$ cat config.mk
export PLATFORM = sky130hd
export DESIGN_NAME = soc_boot_ctrl
export DESIGN_NICKNAME = d
export VERILOG_FILES = /design/src/rtl/soc_boot_pkg.sv /design/src/rtl/soc_boot_wdog.sv /design/src/rtl/soc_boot_ctrl.sv
export SDC_FILE = /design/constraint.sdc
export NUM_CORES = 1
export LEC_CHECK = 0
export CORE_MARGIN = 10
export CORE_UTILIZATION = 48
export DETAILED_ROUTE_END_ITERATION = 8
export HOLD_SLACK_MARGIN = 0.08
export PLACE_DENSITY = 0.77
export SLEW_MARGIN = 40
export SYNTH_ARGS = -nofsm -noshare
export SYNTH_HDL_FRONTEND = slang
export SYNTH_SLANG_ARGS = --single-unit
$ cat constraint.sdc
create_clock -name clk -period 2.6 [get_ports clk]
set_clock_uncertainty 0.05 [all_clocks]
set_input_delay 0.26 -clock clk [delete_from_list [all_inputs] [get_ports clk]]
set_output_delay 0.26 -clock clk [all_outputs]
set_load 0.05 [all_outputs]
$ cat src/rtl/soc_boot_pkg.sv
// rtl/soc_boot_pkg.sv - shared state encoding, counter width and length clamp for the boot sequencer
package soc_boot_pkg;

    typedef logic [2:0] state_t;

    localparam state_t S_IDLE    = 3'd0;
    localparam state_t S_LOAD    = 3'd1;
    localparam state_t S_HOLD    = 3'd2;
    localparam state_t S_RUN     = 3'd3;
    localparam state_t S_DONE    = 3'd4;
    localparam state_t S_TIMEOUT = 3'd5;

    localparam int CNT_W = 32;

    // Requested image length limited to what instruction memory can hold.
    function automatic int unsigned clamp_len(input int unsigned req, input int unsigned depth);
        return (req > depth) ? depth : req;
    endfunction

endpackage

$ cat src/rtl/soc_boot_wdog.sv
// rtl/soc_boot_wdog.sv - run-cycle counter with halt/timeout detection
module soc_boot_wdog
    import soc_boot_pkg::*;
#(
    parameter int MAX_CYC = 20
) (
    input  logic             clk,
    input  logic             rst_n,
    input  logic             clr,
    input  logic             run,
    input  logic             all_halt,
    output logic [CNT_W-1:0] cyc_cnt,
    output logic             hit_done,
    output logic             hit_timeout
);

    localparam logic [CNT_W-1:0] LIMIT = (MAX_CYC > 0) ? CNT_W'(MAX_CYC - 1) : '0;
    localparam logic             LIMIT_EN = (MAX_CYC != 0);

    // Halt takes priority: timeout only fires when the cores are not all halted.
    assign hit_done    = run & all_halt;
    assign hit_timeout = run & ~all_halt & LIMIT_EN & (cyc_cnt == LIMIT);

    // Count every RUN cycle except the one that ends the run, saturating at all ones.
    always_ff @(posedge clk or negedge rst_n) begin
        if (!rst_n) begin
            cyc_cnt <= '0;
        end else if (clr) begin
            cyc_cnt <= '0;
        end else if (run && !hit_done && !hit_timeout && (cyc_cnt != '1)) begin
            cyc_cnt <= cyc_cnt + 1'b1;
        end
    end

endmodule

$ cat src/rtl/soc_boot_ctrl.sv
// rtl/soc_boot_ctrl.sv - boot sequencer: load image, hold cores in reset, run with watchdog
module soc_boot_ctrl
    import soc_boot_pkg::*;
#(
    parameter int ADDR_W     = 10,
    parameter int DATA_W     = 32,
    parameter int IMEM_DEPTH = 1024,
    parameter int N_CORE     = 1,
    parameter int HOLD_CYC   = 4,
    parameter int MAX_CYC    = 20
) (
    input  logic              clk,
    input  logic              rst_n,
    input  logic              start,
    input  logic [ADDR_W:0]   img_len,
    input  logic              ld_valid,
    input  logic [DATA_W-1:0] ld_data,
    output logic              ld_ready,
    output logic              imem_we,
    output logic [ADDR_W-1:0] imem_addr,
    output logic [DATA_W-1:0] imem_wdata,
    output logic [N_CORE-1:0] cpu_rst_n,
    input  logic [N_CORE-1:0] core_halt,
    output logic              busy,
    output logic              done,
    output logic              timeout,
    output logic [31:0]       cyc_cnt
);

    state_t          state;
    logic [ADDR_W:0] len_q;
    logic [ADDR_W:0] widx;
    logic [ADDR_W:0] len_clamped;
    logic [31:0]     hold_cnt;
    logic            start_ok;
    logic            accept;
    logic            run;
    logic            hit_done;
    logic            hit_timeout;

    assign len_clamped = (ADDR_W + 1)'(clamp_len(32'(img_len), IMEM_DEPTH));
    assign start_ok    = (state == S_IDLE) || (state == S_DONE) || (state == S_TIMEOUT);
    assign ld_ready    = (state == S_LOAD);
    assign accept      = ld_valid & ld_ready;
    assign run         = (state == S_RUN);
    assign busy        = (state == S_LOAD) || (state == S_HOLD) || (state == S_RUN);

    soc_boot_wdog #(
        .MAX_CYC (MAX_CYC)
    ) u_wdog (
        .clk         (clk),
        .rst_n       (rst_n),
        .clr         (start & start_ok),
        .run         (run),
        .all_halt    (&core_halt),
        .cyc_cnt     (cyc_cnt),
        .hit_done    (hit_done),
        .hit_timeout (hit_timeout)
    );

    // Sequencer: start handling, image write-out, reset hold and run outcome.
    always_ff @(posedge clk or negedge rst_n) begin
        if (!rst_n) begin
            state      <= S_IDLE;
            len_q      <= '0;
            widx       <= '0;
            hold_cnt   <= '0;
            imem_we    <= 1'b0;
            imem_addr  <= '0;
            imem_wdata <= '0;
            cpu_rst_n  <= '0;
            done       <= 1'b0;
            timeout    <= 1'b0;
        end else begin
            imem_we <= 1'b0;
            case (state)
                S_IDLE, S_DONE, S_TIMEOUT: begin
                    // Cores go back into reset one cycle after a run ends.
                    cpu_rst_n <= '0;
                    if (start) begin
                        len_q    <= len_clamped;
                        widx     <= '0;
                        hold_cnt <= 32'(HOLD_CYC - 1);
                        done     <= 1'b0;
                        timeout  <= 1'b0;
                        state    <= (len_clamped != '0) ? S_LOAD : S_HOLD;
                    end
                end
                S_LOAD: begin
                    if (accept) begin
                        imem_we    <= 1'b1;
                        imem_addr  <= widx[ADDR_W-1:0];
                        imem_wdata <= ld_data;
                        widx       <= widx + 1'b1;
                        if (widx == len_q - 1'b1) begin
                            state <= S_HOLD;
                        end
                    end
                end
                S_HOLD: begin
                    if (hold_cnt == '0) begin
                        state     <= S_RUN;
                        cpu_rst_n <= '1;
                    end else begin
                        hold_cnt <= hold_cnt - 1'b1;
                    end
                end
                S_RUN: begin
                    if (hit_done) begin
                        state <= S_DONE;
                        done  <= 1'b1;
                    end else if (hit_timeout) begin
                        state   <= S_TIMEOUT;
                        timeout <= 1'b1;
                    end
                end
                default: begin
                    state <= S_IDLE;
                end
            endcase
        end
    end

endmodule

==> results.rst <==
.. list-table::
   :header-rows: 1

   * - Metric
     - Value
   * - Clock edge transition at the registers on the reported setup and hold paths
     - 60 ps
   * - Relative slew margins
     - 0.589
   * - Unique cell type count in the Yosys netlist
     - 61
   * - CP Capture Type
     - register
   * - Final Routed Wirelength
     - 18000 microns
   * - Number of endpoints with negative hold slack in the final report
     - 0
   * - EDFF count, synth
     - 0
   * - Leakage power summed over all cells
     - 4.05 nW
   * - Number of levels the H-tree was split into
     - 4
   * - Standard cell core area
     - 0.0139 sq mm
   * - Required time at the endpoint of the critical path
     - 2850 ps
   * - Final weighted congestion in routability-driven placement
     - 0.853
   * - I/O Pins
     - between 100 and 150
   * - MaxCap Viol Count
     - 0
   * - Number of DRC violations after detailed-routing iteration 0
     - 455
   * - Fraction of registers with async set or reset after synthesis
     - 1.00
   * - Power per unit of standard cell area
     - 1190 mW/mm^2
   * - Clock Latency Late Sink
     - 420 ps
   * - Detailed-route wire length per cell
     - 16.4 microns
   * - Post-synth design cell area
     - between 0.006 and 0.007 sq mm
   * - Setup repair after global routing missed its margin
     - true
   * - Number of pins exceeding their max-slew limit in the final report
     - 0
   * - Result of the run
     - complete, no violations
   * - FF+latch area
     - 0.00338 sq mm
   * - Maximum number of pins on one net before global-route repair
     - 78
   * - Initial core utilization
     - 0.490
   * - Clock Path Buffers
     - 2
   * - Maximum fanout encountered on the critical timing path
     - 4
   * - Fill cell total of the finished layout
     - 1101
   * - Drt drc
     - 0
   * - Number of antenna cells inserted
     - 0
   * - Final Critical Period
     - 2550 ps
   * - Path type of the worst min-delay path
     - input port to async pin
   * - Number of nets still failing antenna checks after routing
     - 0
   * - Final setup violation count
     - 0
   * - Number of detailed-route iterations in the first pass
     - 4
   * - Worst voltage drop across the vdd grid
     - 0.606 mV
   * - Transition time at the pin with the least slew margin
     - between 600 and 700 ps
   * - Cell count after synthesis
     - about 750
   * - Register area share after synthesis
     - 0.496
   * - Via count of the routed design
     - 5993
   * - Sum of overflow across all layers after global routing
     - 0
   * - Util after Layout
     - 0.663
   * - Num CTS Buffers
     - 17
   * - Most used DFF post-synth
     - dfrtp_1
   * - Startpoint Class
     - register
   * - Tightest hold margin
     - around 240 ps
   * - Mapped Nets
     - 797
   * - Final worst-path cycle share
     - 0.981
   * - Sinks on the clock net
     - 135
   * - Initial antenna violation count
     - 1
   * - Detailed Place HPWL
     - 12700 microns
   * - Total Routing Usage GR
     - 0.183
   * - Root buffer cell
     - clkbuf_16
   * - Number of input and output port buffers inserted
     - 127
   * - Maximum clock rate
     - 392 MHz
   * - Pwr Total
     - 0.0110 W
   * - Setup_tns
     - 0 ps
   * - Average cell area after synthesis
     - 9.13 sq um
   * - Die Outline Area
     - 0.0193 sq mm
   * - Global-route wire length before repair
     - 29500 microns
   * - Post-synthesis sequential element count
     - between 100 and 150
   * - Total number of yosys warnings
     - 0
   * - Number of global-route vias before repair
     - roughly 5800
   * - Die W
     - 139 microns
   * - Setup Crit Path Kind
     - register to register
   * - Worst Path Arrival
     - around 2800 ps
   * - Post-synthesis to final-layout area growth
     - 35.3%
   * - Vias per std cell
     - 5.49
   * - Overall die height
     - 139 microns
   * - Ratio of cells with drive above 1 in the final layout
     - 0.113
   * - Row count
     - 43
   * - CTS tree
     - built
   * - Total area of multi-input combinational cells
     - roughly 0.0033 sq mm
   * - Final net count
     - 951
synthesized netlist by cell type (7+ instances only):
master      n  share of area
o21ai_0    27          0.020
o31ai_1     9         0.0099
o211ai_1   10          0.011
xnor2_1    31          0.040
nand4_1    19          0.017
nand2_1   168          0.093
a21oi_1    24          0.018
nand3b_1    7         0.0077
nand3_1    20          0.015
nor4_1     19          0.017
or4_1      12          0.013
xor2_1     30          0.039
clkbuf_1   28          0.015
inv_1      14         0.0077
or3_1      18          0.017
nor3_1     21          0.015
dfrtp_1   135           0.50
nor2_1     72          0.040
flip-flops by register name, summed over array words and instances, names as in the netlist:
signal and cells:
imem_wdata 32, cpu_rst_n 1, len_q 11, timeout 1, imem_addr 10, imem_we 1
state 3, hold_cnt 32, u_wdog.cyc_cnt 32, widx 11, done 1
final timing paths:
kind | startpoint | to | slack (ps) | cells past startpoint
max | len_q[1] | state[1] | 50 | 8
min | rst_n | imem_wdata[1] | 240 | 2
max reg2reg | len_q[1] | state[1] | 50 | 8
min reg2reg | imem_wdata[0] | imem_wdata[0] | 420 | 2
max in group asynchronous | rst_n | u_wdog.cyc_cnt[1] | 1550 | 3
min in group clk | ld_data[12] | imem_wdata[12] | 310 | 3
layer usage:
layer / global-route usage / vias to the layer above / routed length, microns
met5: 0 / - / 0
met4: 0.0730 / 0 / 361
met3: 0.0579 / 29 / 1230
met2: 0.271 / 184 / 8310
met1: 0.242 / 2873 / 8050
li1: - / 2907 / -
layout by cell type (no fill, tap or decap), drive strengths merged, types with 13 or more instances in the layout:
cell type      instances
nand2                168
dfrtp                135
clkdlybuf4s50        125
nor2                  72
buf                   44
xnor2                 31
xor2                  30
o21ai                 28
a21oi                 24
nor4                  24
nor3                  23
nand4                 21
nand3                 20
clkbuf                20
or3                   18
inv                   16
or4                   13
where the power goes:
| part | switching [W] | internal (W) |
|---|---|---|
| combinational | 0.00314 | 0.00205 |
| sequential | 0.000523 | 0.00271 |
| clock | 0.000909 | 0.00165 |
final cells by class:
class | count | share of cell area
Timing Repair Buffer | 171 | 0.177
Inverter | 15 | 0.00611
Clock buffer | 20 | 0.0496
Clock inverter | 12 | 0.0189
Sequential cell | 135 | 0.367
Tap cell | 180 | 0.0245
Multi-Input combinational cell | 559 | 0.356
critical path: stages (launching register included):
cell	delay, ps
dfrtp_1	410
inv_1	80
ha_1	170
or4b_4	490
nor2_1	150
xnor2_1	80
o31a_1	330
nor4_4	310
mux2_1	350
kinds of logic (layout without fill, tap and decap cells):
kind of cell / count (synthesis) / in the layout / synth area share
and+or+nand+nor: 394 / 394 / 0.287
DFF: 135 / 135 / 0.496
AOI/OAI and AO/OA: 97 / 97 / 0.0952
xor gates and xnor gates: 61 / 61 / 0.0785
buffers and inverters: 51 / 218 / 0.0303
adders and majority gates: 4 / 4 / 0.00735
muxes: 3 / 3 / 0.00478
per-stage QoR:
step | setup slack (ps) | instance area [sq um] | std cells
after global routing | -23.2 | 9210 | 1092
after global placement | 125 | 8500 | 1058
after CTS | 26.1 | 9140 | 1091
after detailed placement | -33.2 | 8500 | 1058
after floorplan | 57.1 | 6810 | 745
final | 50.3 | 9210 | 1092
timing repair:
action / in CTS / in global routing
gates resized for setup: 0 / 11
buffers inserted: 0 / 1
hold buffers: 1 / 0
endpoints found under the hold margin: 60 / 0
endpoints found under the setup margin: 0 / 5
Power figures use the tool's default switching activity.
